[src/rtl/cvxif_copro_pkg.sv]
// -----------------------------------------------------------------------------
// cvxif_copro_pkg
// Shared types for the CV-X-IF example coprocessor execution stage.
//   copro_opcode_e    : decoded opcode encoding (value 7 is reserved)
//   copro_lat_class_e : latency class of an opcode (none / single / multi)
//   copro_state_e     : execution FSM states
//   copro_result_t    : result record {hartid, id, data, rd, we} at the
//                       default widths; also the default FIFO entry type
//   lat_class()       : maps a raw 3-bit opcode to its latency class
// -----------------------------------------------------------------------------
package cvxif_copro_pkg;

  localparam int unsigned CoproXlen        = 32;
  localparam int unsigned CoproIdWidth     = 4;
  localparam int unsigned CoproHartidWidth = 1;

  typedef enum logic [2:0] {
    OPC_ILLEGAL    = 3'd0,
    OPC_NOP        = 3'd1,
    OPC_ADD        = 3'd2,
    OPC_DOUBLE_RS1 = 3'd3,
    OPC_DOUBLE_RS2 = 3'd4,
    OPC_ADD_MULTI  = 3'd5,
    OPC_ADD_RS3    = 3'd6
  } copro_opcode_e;

  typedef enum logic [1:0] {
    LAT_NONE   = 2'd0,  // consumed, no result
    LAT_SINGLE = 2'd1,  // result pushed on the transfer edge
    LAT_MULTI  = 2'd2   // result pushed after funct2+1 cycles
  } copro_lat_class_e;

  typedef enum logic {
    ST_IDLE = 1'b0,
    ST_EXEC = 1'b1
  } copro_state_e;

  typedef struct packed {
    logic [CoproHartidWidth-1:0] hartid;
    logic [CoproIdWidth-1:0]     id;
    logic [CoproXlen-1:0]        data;
    logic [4:0]                  rd;
    logic                        we;
  } copro_result_t;

  // Raw opcode in, so the reserved encoding falls into the default arm.
  function automatic copro_lat_class_e lat_class(input logic [2:0] opcode);
    case (opcode)
      OPC_NOP, OPC_ADD, OPC_DOUBLE_RS1,
      OPC_DOUBLE_RS2, OPC_ADD_RS3:       lat_class = LAT_SINGLE;
      OPC_ADD_MULTI:                     lat_class = LAT_MULTI;
      default:                           lat_class = LAT_NONE;
    endcase
  endfunction

endpackage

[src/rtl/copro_result_fifo.sv]
// -----------------------------------------------------------------------------
// copro_result_fifo
// In-order synchronous FIFO of result records. The head entry is presented
// combinationally; an empty FIFO presents all-zero data.
//   clk_i, rst_i : clock, asynchronous active-high reset
//   push_i       : write data_i at the clock edge (ignored when full)
//   data_i       : entry to write
//   pop_i        : drop the head entry at the clock edge (ignored when empty)
//   data_o       : head entry
//   full_o       : count == Depth
//   empty_o      : count == 0
//   count_o      : number of stored entries
// -----------------------------------------------------------------------------
module copro_result_fifo
  import cvxif_copro_pkg::*;
#(
  parameter type         entry_t = copro_result_t,
  parameter int unsigned Depth   = 4   // power of 2, >= 2
) (
  input  logic                   clk_i,
  input  logic                   rst_i,
  input  logic                   push_i,
  input  entry_t                 data_i,
  input  logic                   pop_i,
  output entry_t                 data_o,
  output logic                   full_o,
  output logic                   empty_o,
  output logic [$clog2(Depth):0] count_o
);

  localparam int unsigned PtrW = $clog2(Depth);
  localparam logic [PtrW-1:0] PtrOne    = PtrW'(1);
  localparam logic [PtrW:0]   CountOne  = (PtrW + 1)'(1);
  localparam logic [PtrW:0]   CountFull = (PtrW + 1)'(Depth);

  entry_t          r_mem [Depth];
  logic [PtrW-1:0] r_wptr;
  logic [PtrW-1:0] r_rptr;
  logic [PtrW:0]   r_count;

  logic w_push;
  logic w_pop;

  assign full_o  = (r_count == CountFull);
  assign empty_o = (r_count == '0);
  assign count_o = r_count;

  assign w_push = push_i && !full_o;
  assign w_pop  = pop_i  && !empty_o;

  // Pointers wrap naturally because Depth is a power of two.
  // NOTE: sequential state is written with non-blocking '<=' so every flop
  // samples the pre-edge values regardless of statement order.
  always_ff @(posedge clk_i or posedge rst_i) begin
    if (rst_i) begin
      r_wptr  <= '0;
      r_rptr  <= '0;
      r_count <= '0;
    end else begin
      if (w_push) r_wptr <= r_wptr + PtrOne;
      if (w_pop)  r_rptr <= r_rptr + PtrOne;
      case ({w_push, w_pop})
        2'b10:   r_count <= r_count + CountOne;
        2'b01:   r_count <= r_count - CountOne;
        default: r_count <= r_count;
      endcase
    end
  end

  // NOTE: storage has no reset; validity is carried by r_count alone, and the
  // output is masked while empty so stale entries never become visible.
  always_ff @(posedge clk_i) begin
    if (w_push) r_mem[r_wptr] <= data_i;
  end

  assign data_o = empty_o ? entry_t'('0) : r_mem[r_rptr];

endmodule

[src/rtl/copro_exec_stage.sv]
// -----------------------------------------------------------------------------
// copro_exec_stage
// Execution stage of the CV-X-IF example coprocessor. Computes the result of
// each accepted instruction and queues it in an in-order result FIFO.
//   clk_i, rst_i      : clock, asynchronous active-high reset
//   valid_i / ready_o : instruction handshake (transfer on valid_i && ready_o)
//   opcode_i          : decoded opcode (copro_opcode_e encoding)
//   hartid_i, id_i    : instruction tags, returned with the result
//   rd_i              : destination register
//   funct2_i          : extra latency for ADD_MULTI (0..3)
//   registers_i       : source operands, rs1 in the LSBs
//   result_valid_o / result_ready_i : result handshake
//   result_hartid_o, result_id_o, result_data_o, result_rd_o, result_we_o :
//                       head-of-FIFO result fields
// -----------------------------------------------------------------------------
module copro_exec_stage
  import cvxif_copro_pkg::*;
#(
  parameter int unsigned XLEN        = 32,
  parameter int unsigned NrRgprPorts = 3,   // 2 or 3
  parameter int unsigned IdWidth     = 4,
  parameter int unsigned HartidWidth = 1,
  parameter int unsigned ResultDepth = 4    // power of 2, >= 2
) (
  input  logic                          clk_i,
  input  logic                          rst_i,
  input  logic                          valid_i,
  output logic                          ready_o,
  input  logic [2:0]                    opcode_i,
  input  logic [HartidWidth-1:0]        hartid_i,
  input  logic [IdWidth-1:0]            id_i,
  input  logic [4:0]                    rd_i,
  input  logic [1:0]                    funct2_i,
  input  logic [NrRgprPorts*XLEN-1:0]   registers_i,
  output logic                          result_valid_o,
  input  logic                          result_ready_i,
  output logic [HartidWidth-1:0]        result_hartid_o,
  output logic [IdWidth-1:0]            result_id_o,
  output logic [XLEN-1:0]               result_data_o,
  output logic [4:0]                    result_rd_o,
  output logic                          result_we_o
);

  // Same layout as copro_result_t, sized by this instance's parameters.
  typedef struct packed {
    logic [HartidWidth-1:0] hartid;
    logic [IdWidth-1:0]     id;
    logic [XLEN-1:0]        data;
    logic [4:0]             rd;
    logic                   we;
  } result_t;

  // ---------------------------------------------------------------------------
  // Operand extraction; rs3 reads as zero when only two ports exist, which
  // makes ADD_RS3 degrade to rs1+rs2.
  // ---------------------------------------------------------------------------
  logic [XLEN-1:0] w_rs1;
  logic [XLEN-1:0] w_rs2;
  logic [XLEN-1:0] w_rs3;

  assign w_rs1 = registers_i[XLEN-1:0];
  assign w_rs2 = registers_i[2*XLEN-1:XLEN];

  generate
    if (NrRgprPorts >= 3) begin : g_rs3
      assign w_rs3 = registers_i[3*XLEN-1:2*XLEN];
    end else begin : g_no_rs3
      assign w_rs3 = '0;
    end
  endgenerate

  // Single-cycle ALU; all sums wrap modulo 2^XLEN.
  function automatic logic [XLEN-1:0] alu(input logic [2:0]      op,
                                          input logic [XLEN-1:0] a,
                                          input logic [XLEN-1:0] b,
                                          input logic [XLEN-1:0] c);
    case (op)
      OPC_ADD, OPC_ADD_MULTI: alu = a + b;
      OPC_DOUBLE_RS1:         alu = a + a;
      OPC_DOUBLE_RS2:         alu = b + b;
      OPC_ADD_RS3:            alu = a + b + c;
      default:                alu = '0;
    endcase
  endfunction

  // ---------------------------------------------------------------------------
  // Control
  // ---------------------------------------------------------------------------
  copro_state_e           r_state;
  logic [1:0]             r_cnt;
  logic [XLEN-1:0]        r_mc_rs1;
  logic [XLEN-1:0]        r_mc_rs2;
  logic [HartidWidth-1:0] r_mc_hartid;
  logic [IdWidth-1:0]     r_mc_id;
  logic [4:0]             r_mc_rd;

  copro_lat_class_e w_class;
  logic             w_transfer;
  logic             w_mc_done;
  logic             w_push;
  logic             w_pop;
  result_t          w_push_data;
  result_t          w_head;
  logic             w_full;
  logic             w_empty;
  logic [$clog2(ResultDepth):0] w_unused_count;

  assign w_class    = lat_class(opcode_i);
  // ready_o depends only on registered state, so a same-cycle pop cannot
  // raise it and there is no path from result_ready_i.
  assign ready_o    = (r_state == ST_IDLE) && !w_full;
  assign w_transfer = valid_i && ready_o;
  assign w_mc_done  = (r_state == ST_EXEC) && (r_cnt == 2'd0);

  // EXEC holds ready_o low, so the two push sources never coincide.
  assign w_push = (w_transfer && (w_class == LAT_SINGLE)) || w_mc_done;
  assign w_pop  = result_valid_o && result_ready_i;

  // NOTE: combinational blocks use blocking '=' and assign every output a
  // default first, so no latch can be inferred.
  always_comb begin
    w_push_data = '0;
    if (r_state == ST_EXEC) begin
      w_push_data.hartid = r_mc_hartid;
      w_push_data.id     = r_mc_id;
      w_push_data.data   = alu(OPC_ADD_MULTI, r_mc_rs1, r_mc_rs2, '0);
      w_push_data.rd     = r_mc_rd;
      w_push_data.we     = 1'b1;
    end else begin
      w_push_data.hartid = hartid_i;
      w_push_data.id     = id_i;
      w_push_data.data   = alu(opcode_i, w_rs1, w_rs2, w_rs3);
      w_push_data.rd     = rd_i;
      w_push_data.we     = (opcode_i != OPC_NOP);
    end
  end

  // ADD_MULTI: latch the instruction, count funct2 down to zero, push on the
  // cycle the counter reads zero -> push edge is funct2+1 edges after transfer.
  always_ff @(posedge clk_i or posedge rst_i) begin
    if (rst_i) begin
      r_state     <= ST_IDLE;
      r_cnt       <= '0;
      r_mc_rs1    <= '0;
      r_mc_rs2    <= '0;
      r_mc_hartid <= '0;
      r_mc_id     <= '0;
      r_mc_rd     <= '0;
    end else begin
      case (r_state)
        ST_IDLE: begin
          if (w_transfer && (w_class == LAT_MULTI)) begin
            r_mc_rs1    <= w_rs1;
            r_mc_rs2    <= w_rs2;
            r_mc_hartid <= hartid_i;
            r_mc_id     <= id_i;
            r_mc_rd     <= rd_i;
            r_cnt       <= funct2_i;
            r_state     <= ST_EXEC;
          end
        end
        ST_EXEC: begin
          if (r_cnt == 2'd0) r_state <= ST_IDLE;
          else               r_cnt   <= r_cnt - 2'd1;
        end
        default: r_state <= ST_IDLE;
      endcase
    end
  end

  // ---------------------------------------------------------------------------
  // Result FIFO
  // ---------------------------------------------------------------------------
  copro_result_fifo #(
    .entry_t (result_t),
    .Depth   (ResultDepth)
  ) u_result_fifo (
    .clk_i   (clk_i),
    .rst_i   (rst_i),
    .push_i  (w_push),
    .data_i  (w_push_data),
    .pop_i   (w_pop),
    .data_o  (w_head),
    .full_o  (w_full),
    .empty_o (w_empty),
    .count_o (w_unused_count)
  );

  assign result_valid_o  = !w_empty;
  assign result_hartid_o = w_head.hartid;
  assign result_id_o     = w_head.id;
  assign result_data_o   = w_head.data;
  assign result_rd_o     = w_head.rd;
  assign result_we_o     = w_head.we;

endmodule

[config.mk]
export PLATFORM = sky130hd
export DESIGN_NAME = copro_exec_stage
export DESIGN_NICKNAME = d
export VERILOG_FILES = /design/src/rtl/cvxif_copro_pkg.sv /design/src/rtl/copro_result_fifo.sv /design/src/rtl/copro_exec_stage.sv
export SDC_FILE = /design/constraint.sdc
export NUM_CORES = 1
export LEC_CHECK = 0
export ABC_AREA = 1
export ABC_CLOCK_PERIOD_IN_PS = 7200
export BUFFER_PORTS_ARGS = -buffer_cell sky130_fd_sc_hd__buf_2
export CELL_PAD_IN_SITES_DETAIL_PLACEMENT = 1
export CELL_PAD_IN_SITES_GLOBAL_PLACEMENT = 1
export CORE_UTILIZATION = 49
export DETAILED_ROUTE_END_ITERATION = 8
export HOLD_SLACK_MARGIN = 0.05
export PLACE_DENSITY = 0.88
export SLEW_MARGIN = 20
export SYNTH_ARGS = -nofsm -noshare
export SYNTH_HDL_FRONTEND = slang
export SYNTH_SLANG_ARGS = --single-unit
[constraint.sdc]
create_clock -name clk_i -period 7.2 [get_ports clk_i]
set_clock_uncertainty 0.1 [all_clocks]
set_input_delay 1.44 -clock clk_i [delete_from_list [all_inputs] [get_ports clk_i]]
set_output_delay 1.44 -clock clk_i [all_outputs]
set_load 0.005 [all_outputs]
Word level (Yosys, flattened, before mapping)
Memories as Yosys holds them, arrays and structs flattened.
Index checks and enable logic that the tools add are counted.
{"block": "totals", "ff_bits": 84, "ram_bits": 172, "in_bits": 115, "output_inout_bits": 45, "elab_cells": 67, "memories": 1}
{"name": "u_result_fifo.r_mem", "words": 4, "word_bits": 43, "rd": 1, "rd_ports_with_merged_regs": 0, "wr": 1, "line": "copro_result_fifo.sv:36", "text": "entry_t r_mem [Depth];"}
{"block": "op_classes", "add_sub_neg": 10, "eq_ne": 14, "muxes": 13, "bitwise_logic": 1, "n_reduce_logical": 18}
{"cell": "$add A32 B32 Y32", "count": 5}
{"cell": "$pmux W32 S4", "count": 1}
{"cell": "$mux W43", "count": 2}
{"cell": "$eq A3 B3 Y1 const B", "count": 4}
{"cell": "$logic_and A1 B1 Y1", "count": 8}
{"cell": "$pmux W2 S2", "count": 2}
{"cell": "$eq A3 B2 Y1 const B", "count": 2}
{"cell": "$pmux W3 S2", "count": 1}
{"cell": "$reduce_or A5 Y1", "count": 1}
{"cell": "$add A2 B1 Y2 const B", "count": 2}
{"cell": "$eq A2 B1 Y1 const B", "count": 2}
{"cell": "$eq A2 B2 Y1 const B", "count": 2}
{"cell": "$mux W1", "count": 4}
{"cell": "$mux W2", "count": 2}
{"cell": "$reduce_and A2 Y1", "count": 2}
{"cell": "$add A3 B1 Y3 const B", "count": 1}
{"cell": "$eq A3 B1 Y1 const B", "count": 1}
{"cell": "$logic_not A3 Y1", "count": 1}
{"cell": "$ne A3 B1 Y1 const B", "count": 1}
{"cell": "$sub A3 B1 Y3 const B", "count": 1}
{"cell": "$logic_not A1 Y1", "count": 2}
{"cell": "$logic_not A2 Y1", "count": 1}
{"cell": "$ne A2 B1 Y1 const B", "count": 1}
{"cell": "$ne A2 B2 Y1 const B", "count": 1}
{"cell": "6 further kinds", "count": 6}

Depth between registers and ports, before layout
{"block": "logic_depth", "word_depth": 9, "ltp_mapped": 29, "mapped_depth_nobuf": 29}

Cells and area by module
A second synthesis with hierarchy kept.
{"block": "hier_totals", "hier_cells": 2324, "area_unflattened_um2": 17694.5}
{"module": "copro_exec_stage", "n_inst": 1, "cells_each": 1587, "area_each_um2": 9949.5, "seq_area_each_um2": 1926.8}
{"module": "copro_result_fifo", "n_inst": 1, "cells_each": 737, "area_each_um2": 7744.9, "seq_area_each_um2": 5340.1}

Least setup slack after synthesis
Ideal clock, no wire load.
{"block": "synth_timing", "kind": "in2reg", "startpoint": "in registers_i[0]", "endpoint": "mem u_result_fifo.r_mem[0][31] in the netlist's numbering, data pin", "setup_ns": 0.267, "t_arrival_ns": 4.317, "t_required_ns": 6.833, "slack_ns": 2.515, "path_stages": 26, "n_path_buf": 0, "path_cell_list": "ha_1 fa_1 nand2_1 nand2_1 o21ai_2 inv_1 nand2_1 nand2_1 nand2_1 nand2_1 nand2_1 nand2_1 or2_1 and2_1 ha_1 nand2_1 nor2_1 inv_1 nor4_1 nand2_1 nand3_1 nand2_1 nand3_1 nand3b_1 nand2_1 nand2_1"}
{"item": "start: declaration", "line": "copro_exec_stage.sv:34", "text": "input logic [NrRgprPorts*XLEN-1:0] registers_i,"}
{"item": "end: declaration", "line": "copro_result_fifo.sv:36"}

==> metrics.cfg <==
[setup_path]
worstPathMaxFanout=5
path_delay_family=compound AO/OA/AOI/OAI gates
cp-end-kind=register
crit_type=in2reg
slowest_stage=o21ai_0
slowest_delay_ns=0.46
startpoint_type=input pin
cp_num_buf_inv=2
cp.arrival_ns=5.44
crit_required_ns=7.32
cpMostUsedCell=o21ai_0
crit_chain=buf_2, ha_1, nand2_1, inv_1, a21oi_2, nand2_2, a21oi_2, o21bai_2, xor2_1, ha_1, nand2_1, o21ai_0, a21oi_1, o21ai_2, a21oi_1, o21ai_0, o21ai_0, o21ai_0, nand2_1

[synth]
async_flop_share=0.328
syn_area_per_cell_um2=7.96
synth_ff_type=edfxtp_1
ys_types=56
syn_nets=2339
yosysSeqAreaShare=0.431
ys_warn_count=0
syn_area_mm2=0.0168
synth-edff-count=172
yosys_register_bits=256
synthCells=2117

[grt]
grt_max_degree=112
first_global_vias=16911
grt_usage=0.351
grt_pass1_wl_um=95300
overflow=0
antenna_found_initial=0

[timing]
setup-tns-final_ns=0
fin_crit_sh=0.739
setup_violations=0
worst_pin_slew_ns=1.07
finalHoldViolCount=0
max_freq_mhz=188
slew_headroom=0.289
rsz0062_at_grt=false
period_minus_slack_ns=5.32
slew_viol_final=0

[place]
dpl.hpwl_um=47500
portBuffers=159
post_dp_cell_area_mm2=0.0181
place.gp.congestion=1.01

[clock_network]
cts_buffers=24
h-tree-depth=1
cts-root-buf=clkbuf_16
clock-sinks=256
clk_path_buf_depth=3
clock_latency_ns=0.52
cts_tree=built
cts_resized=0
hold_buffers=0
clkTransAtPathRegs_ns=0.07
post-cts-setup-buffers=0

[layout]
fin_nets=2475
final_area_mm2=0.0189
multi_input_area_mm2=0.00859
drive_gt1_frac=0.123
register_area_mm2=0.00727
area_delta_synth_final_pct=12.1
n_fill_cell=4218
diodes=0

[power_and_ir_drop]
p_leak_nw=8.37
switchingPower_mw=3.33
p_int_mw=3.98
power_density_mw_per_mm2=387
peakVddDrop_mv=0.233
pwr-share-seq=0.308
switching_share=0.456
p_total_mw=7.32
share_comb_of_total_power=0.518
clkPwrFrac=0.174

[die]
die-height_um=187
design.die.area_mm2=0.0351
ios=160
fp.dieW_um=187
core_mm2=0.0337
rows=67
start_util=0.500

[route]
drc=0
vias_per_cell=5.90
wire_per_inst_um=22.8
drtAntennaViolNets=0
drt_wl_total_um=62000
num_vias=16042
first_pass_iters=5
first_iter_violations=1303

[min_path]
hold_class=reg2reg

[flow_run]
cap_viol_max_count=0

[status]
status=finished, final reports clean

area by class of cell:
type | count | share of cell area
Multi-Input combinational cell | 1590 | 0.455
Clock inverter | 12 | 0.00596
Clock buffer | 32 | 0.0356
Inverter | 206 | 0.0410
Timing Repair Buffer | 175 | 0.0485
Tap cell | 448 | 0.0297
Sequential cell | 256 | 0.385
power by group through the flow:
stage          logic [mW]  registers (mW)  clock network, mW
2_1_floorplan        2.42            2.19                  0
3_3_place_gp         3.46            2.23                  0
3_5_place_dp         3.66            2.27                  0
4_1_cts              3.74            2.25               1.28
5_1_grt              4.15            2.28               1.32
6_report             3.79            2.25               1.27
kinds of logic after synthesis:
| group | synth area share |
|---|---|
| adder cells (fa/ha/maj) | 0.0813 |
| multiplexers | 0.0120 |
| XOR/XNOR | 0.0187 |
| flip-flops | 0.431 |
| AO/OA/AOI/OAI | 0.170 |
| buffers and inverters | 0.0625 |
| AND/OR/NAND/NOR | 0.224 |
registers in the layout, indices dropped and copies added (netlist names), 2 cells and up:
name and cells:
r_mc_rd 5, r_mc_rs1 32, r_mc_id 4, r_cnt 2, u_result_fifo.r_mem 172, u_result_fifo.count_o 3, r_mc_rs2 32, u_result_fifo.r_rptr 2
u_result_fifo.r_wptr 2
metal layers:
metal / GRT usage / vias to the layer above / part of all wire
li1: - / 7480 / -
met1: 0.446 / 7847 / 0.42
met2: 0.619 / 572 / 0.49
met3: 0.0302 / 143 / 0.047
met4: 0.136 / 0 / 0.042
met5: 0 / - / 0
stage by stage:
step           std cells  hold slack (ns)  setup WS (ns)   util
2_1_floorplan       2117            0.353           2.52      -
3_3_place_gp        2675            0.367           1.56  0.537
3_5_place_dp        2675            0.376           1.47  0.537
4_1_cts             2719            0.390           2.00  0.560
5_1_grt             2719            0.420           1.71  0.561
6_report            2719            0.391           1.88  0.561
worst paths after layout:
| path | from | to | slack [ns] | depth (start not counted) |
|---|---|---|---|---|
| setup / recovery | registers_i[6] | u_result_fifo.r_mem[0][20]$_DFFE_PP_ | 1.88 | 19 |
| hold / removal | r_mc_rs2[26]$_DFFE_PP0P_ | r_mc_rs2[26]$_DFFE_PP0P_ | 0.39 | 2 |
| setup reg to reg | u_result_fifo.count_o[0]$_DFFE_PP0P_ | u_result_fifo.count_o[2]$_DFFE_PP0P_ | 4.16 | 11 |
| hold reg to reg | r_mc_rs2[26]$_DFFE_PP0P_ | r_mc_rs2[26]$_DFFE_PP0P_ | 0.39 | 2 |
| max in group asynchronous | rst_i | r_mc_rs1[3]$_DFFE_PP0P_ | 5.02 | 3 |
| min in group asynchronous | rst_i | r_mc_rs2[30]$_DFFE_PP0P_ | 0.82 | 2 |
worst min-delay path, cell delays in order, from the launching register on:
cell and delay [ns]:
dfrtp_1 0.35, nand2_1 0.05, o21ai_0 0.06
cell usage after synthesis (6+ instances only):
master | instances | area, µm²
clkbuf_1 | 46 | 173
inv_1 | 200 | 751
xor2_1 | 25 | 219
buf_1 | 6 | 22.5
mux2_2 | 18 | 203
o21ai_1 | 10 | 50.1
a21oi_1 | 163 | 816
o21bai_1 | 14 | 105
buf_2 | 7 | 35.0
o21ai_2 | 6 | 52.6
ha_1 | 103 | 1290
nor3_1 | 22 | 110
nand4_1 | 19 | 119
xnor2_1 | 11 | 96.3
a21oi_2 | 6 | 52.6
a31oi_1 | 11 | 68.8
dfrtp_1 | 84 | 2100
nand3b_1 | 13 | 97.6
o211ai_1 | 7 | 52.6
nand2_1 | 445 | 1670
nor2_1 | 289 | 1080
a21o_1 | 14 | 105
o22ai_1 | 20 | 125
o21ai_0 | 242 | 1210
edfxtp_1 | 172 | 5160
nand3_1 | 90 | 450
cells in the final DEF (no fill, tap or decap), types with 5 or more instances in the layout:
master and n:
clkbuf_1 5, o21ai_1 10, buf_2 159, clkbuf_16 25, nand2_1 445, edfxtp_1 172, nor3_1 21, o21ai_2 6
dfrtp_1 83, o21ai_0 242, clkinv_2 7, o211ai_1 7, ha_1 103, nand3b_1 13, o2111ai_1 5, and2_1 5
nand2_2 5, a21oi_1 163, nand3_1 89, a21oi_2 6, o21bai_1 14, o22ai_1 20, nor2_1 285, nor2_4 5
xor2_1 25, nor4_1 5, buf_4 16, inv_1 199, nand4_1 19, a31oi_1 11, xnor2_1 11, a21o_1 14
mux2_2 18
(Power assumes the default switching activity.)
